`src/rtl/cdc_handshake_tx_pkg.sv`:
```
// Shared definitions for the four-phase REQ/ACK handshake: FSM encoding and
// default synchronizer depth (also used by the destination-side synchronizer).
package cdc_handshake_tx_pkg;

   localparam int DEF_NUM_STAGES = 2;

   // 2'b11 is unused; the FSM recovers from it to IDLE.
   typedef enum logic [1:0] {
      IDLE        = 2'b00,
      REQ_HI      = 2'b01,
      ACK_WAIT_LO = 2'b10
   } hs_state_t;

endpackage

```
`src/rtl/cdc_handshake_tx_hs_ack_sync.sv`:
```
// 1-bit multi-flop synchronizer for the returning ACK level; latency NUM_STAGES
// edges, no backpressure (free-running level path).
module hs_ack_sync
   import cdc_handshake_tx_pkg::*;
#(
   parameter int NUM_STAGES = DEF_NUM_STAGES
) (
   input  logic CLK,
   input  logic RST,
   input  logic ack_async,
   output logic ack_s
);

   logic [NUM_STAGES-1:0] sync_q;

   always_ff @(posedge CLK or negedge RST) begin
      if (!RST) begin
         sync_q <= '0;
      end else begin
         sync_q <= {sync_q[NUM_STAGES-2:0], ack_async};
      end
   end

   assign ack_s = sync_q[NUM_STAGES-1];

endmodule

```
`src/rtl/cdc_handshake_tx.sv`:
```
// Source end of a four-phase REQ/ACK crossing: REQ rises 1 cycle after accept,
// DONE pulses after ACK falls; DATA_VALID while BUSY is dropped and flagged.
module cdc_handshake_tx
   import cdc_handshake_tx_pkg::*;
#(
   parameter int NUM_STAGES = DEF_NUM_STAGES,
   parameter int BUS_WIDTH  = 8
) (
   input  logic                 CLK,
   input  logic                 RST,
   input  logic [BUS_WIDTH-1:0] DATA_IN,
   input  logic                 DATA_VALID,
   input  logic                 ACK_ASYNC,
   output logic [BUS_WIDTH-1:0] XFER_DATA,
   output logic                 XFER_REQ,
   output logic                 BUSY,
   output logic                 DONE,
   output logic                 DROPPED
);

   hs_state_t state;
   logic      ack_s;

   hs_ack_sync #(
      .NUM_STAGES (NUM_STAGES)
   ) u_ack_sync (
      .CLK       (CLK),
      .RST       (RST),
      .ack_async (ACK_ASYNC),
      .ack_s     (ack_s)
   );

   always_ff @(posedge CLK or negedge RST) begin
      if (!RST) begin
         state     <= IDLE;
         XFER_DATA <= '0;
         XFER_REQ  <= 1'b0;
         DONE      <= 1'b0;
         DROPPED   <= 1'b0;
      end else begin
         DONE    <= 1'b0;
         DROPPED <= 1'b0;
         case (state)
            IDLE: begin
               if (DATA_VALID) begin
                  XFER_DATA <= DATA_IN;
                  XFER_REQ  <= 1'b1;
                  state     <= REQ_HI;
               end
            end
            REQ_HI: begin
               DROPPED <= DATA_VALID;
               if (ack_s) begin
                  XFER_REQ <= 1'b0;
                  state    <= ACK_WAIT_LO;
               end
            end
            ACK_WAIT_LO: begin
               DROPPED <= DATA_VALID;
               // Data stays held until ACK is seen low, so the far side may
               // still be reading it while REQ is already down.
               if (!ack_s) begin
                  DONE  <= 1'b1;
                  state <= IDLE;
               end
            end
            default: begin
               DROPPED  <= DATA_VALID;
               XFER_REQ <= 1'b0;
               state    <= IDLE;
            end
         endcase
      end
   end

   assign BUSY = (state != IDLE);

endmodule

```
`config.mk`:
```
export PLATFORM = sky130hd
export DESIGN_NAME = cdc_handshake_tx
export DESIGN_NICKNAME = d
export VERILOG_FILES = /design/src/rtl/cdc_handshake_tx_pkg.sv /design/src/rtl/cdc_handshake_tx_hs_ack_sync.sv /design/src/rtl/cdc_handshake_tx.sv
export SDC_FILE = /design/constraint.sdc
export NUM_CORES = 1
export LEC_CHECK = 0
export ABC_AREA = 0
export ABC_CLOCK_PERIOD_IN_PS = 2600
export CAP_MARGIN = 20
export CORE_MARGIN = 8
export CORE_UTILIZATION = 40
export DETAILED_ROUTE_END_ITERATION = 8
export PLACE_DENSITY = 0.83
export SYNTH_ARGS = -nofsm -noshare
export SYNTH_HDL_FRONTEND = slang
export SYNTH_SLANG_ARGS = --single-unit
```
`constraint.sdc`:
```
create_clock -name CLK -period 2.6 [get_ports CLK]
set_clock_uncertainty 0.15 [all_clocks]
set_input_delay 0.78 -clock CLK [delete_from_list [all_inputs] [get_ports CLK]]
set_output_delay 0.78 -clock CLK [all_outputs]
set_load 0.005 [all_outputs]
```
==> results.md <==
- Status: complete, no violations
- Vias in the first global route: 418
- Netlist Area Pre-Place: 561 sq um
- Starting Density: 0.431
- Hold Path Cell Cnt: 0
- Placeable Area: around 1300 sq um
- Worst r2r src: state[1]$_DFFE_PN0P_
- CTS Buffer Depth: 2
- GRT Util Overall: 0.0929
- Worst Hold Endpoint: u_ack_sync.sync_q[1]$_DFF_PN0_
- CTS tree: built
- Setup TNS: 0 ns
- CTS Buf Count: 3
- Post-CTS setup buffers: 0
- DRC violations left: 0
- DR pass1 iterations: 1
- Clk Latency, worst-skew pair: roughly 0.27 ns
- Flop and latch count out of synthesis: 15
- Pre-CTS WS: 0.401 ns
- Post_cts resized: 0
- Relative max-transition margin: 0.565
- Max cap viols: 0
- CP Max Fanout: 5
- Number of nets in the layout: 77
- Critical Path RT: between 1.5 and 2 ns
- Hold buffer count at CTS: 0
- Lkg Pwr: 0.367 nW
- Hold slack: 0.202 ns
- PD cells: around 1100 nW/um^2
- Vias after detailed routing: 370
- Final setup fails: 0
- Worst Tran Pin Value: ~0.65 ns
- Clock period minus worst slack: 2.39 ns
- H-tree levels: 1
- Fin. max-slew vios: 0
- First-pass GRT wire length: ~1.9 mm
- Worst vdd ir: 0.000721 V
- Hold path startpoint: u_ack_sync.sync_q[0]$_DFF_PN0_
- Layout cells sized above 1: 0.219
- Initial antenna violation count: 0
- GRT Residual Overflow: 0
- Setup slack, reg-to-reg: between 1 and 1.5 ns
- Startpoint Class: flop
- Post-Syn Area per Cell: 15.1 sq um
- Fin. Hold Viols: 0
- Vias per cell: approximately 4.7
- Worst Setup End Kind: output pin
- Worst EP arrival: roughly 1.5 ns
- Min-Delay Path Class: flop to flop
- Ant diodes: 0
- Clk slew on worst S/H paths: roughly 0.080 ns
- Routability congestion estimate: between 0.6 and 0.7
- FF-to-FF End: XFER_DATA[7]$_DFFE_PN0P_
- DRT iter0 DRCs: 0
- Yosys warning total: 0
- Die Height: 53.4 um
- TritonCTS Sinks: 15
- Final HPWL DP: roughly 860 um
- Post-synthesis sequential area ratio: 0.670
- Synth unique cells: 12
- Final core occ: 0.642
- IO Pins: 24
- Period utilization: 0.921
- Port bufs: 23
- Avg WL per Cell: 13.7 um
- Post-Syn Instances: 37
- Setup WS post-layout: 0.206 ns
- Post-Syn Nets: slightly below 50
- Die area: 2860 sq um
- Layout area overhead: 49.1%
- Type of the worst setup path: flop to output pin
- Remaining antenna violation count: 0
- Largest net degree at the start of global routing: 16
- WL final: roughly 1.1 mm
- Die Wd: 53.4 um
- Cell Rows: 13
- Max Freq: about 420 MHz
- Clk root buf: clkbuf_4
- Reg2Reg Depth: 3
- Unrepaired setup endpoints after global routing: false
-- cell families after synthesis --
logic type,synth area share
compound gates,0.0290
xor+xnor,0.0156
buf+inv,0.0201
flops,0.670
mux,0.161
simple gates,0.105
-- synthesized netlist by cell type, drive strengths merged --
cell	number	area, sq um
dfrtp	15	375
mux2	8	90.1
inv	3	11.3
nor2	3	27.5
a21oi	2	10.0
and2	1	7.51
and2b	1	7.51
nor3b	1	7.51
o22ai	1	6.26
or2	1	8.76
xnor2	1	8.76
-- metal layers --
layer	GRT usage	wire length, um	up-vias
li1	-	-	177
met1	0.106	476	175
met5	0	0	-
met4	0.0504	0	0
met3	0.0644	148	0
met2	0.125	457	18
-- how the worst max path moves through the flow --
stage	from	to	cells after the start
floorplan	DATA_VALID	XFER_DATA[0]$_DFFE_PN0P_	3
finish	state[1]$_DFFE_PN0P_	BUSY	2
global placement	DATA_VALID	XFER_DATA[0]$_DFFE_PN0P_	4
detailed placement	DATA_VALID	XFER_DATA[3]$_DFFE_PN0P_	4
CTS	state[1]$_DFFE_PN0P_	BUSY	2
global route	state[1]$_DFFE_PN0P_	BUSY	2
-- cell type report --
cell class,instances,area (sq um)
fill,122,465
inverter,3,11.3
clock buffer,4,26.3
timing repair buffer,23,230
multi-input combinational,19,174
tap,15,18.8
sequential,15,375
-- cells in the final DEF (no fill, tap or decap) --
cell type,instances
a21oi_1,2
and2_2,1
and2b_1,1
clkbuf_1,1
clkbuf_4,3
clkdlybuf4s50_1,23
dfrtp_1,15
inv_1,3
mux2_2,8
nor2_1,2
nor2_8,1
nor3b_1,1
o22ai_1,1
or2_4,1
xnor2_1,1
-- worst max-delay path, cell delays in order (launching register included) --
cell and delay, ns:
dfrtp_1 0.44, or2_4 0.30, clkdlybuf4s50_1 0.45
-- state kept, by name, summed over array words and instances (netlist names) --
name,count
u_ack_sync.sync_q,2
XFER_REQ,1
DONE,1
XFER_DATA,8
DROPPED,1
state,2
-- metrics by stage --
step	total power [mW]	std cells	cell area [sq um]
3_3_place_gp	0.802	75	810
3_5_place_dp	0.812	75	810
6_report	0.927	79	836
2_1_floorplan	0.575	37	561
4_1_cts	0.945	79	836
5_1_grt	1.00	79	836
-- power by group --
| part | total [mW] | switching [mW] | leakage, nW | internal, mW |
|---|---|---|---|---|
| logic | 0.405 | 0.126 | 0.173 | 0.280 |
| clock network | 0.124 | 0.0651 | 0.0150 | 0.0593 |
| registers | 0.397 | 0.0662 | 0.179 | 0.331 |
| total | 0.927 | 0.257 | 0.367 | 0.669 |
Note: power is estimated with default switching activity, not from simulation.
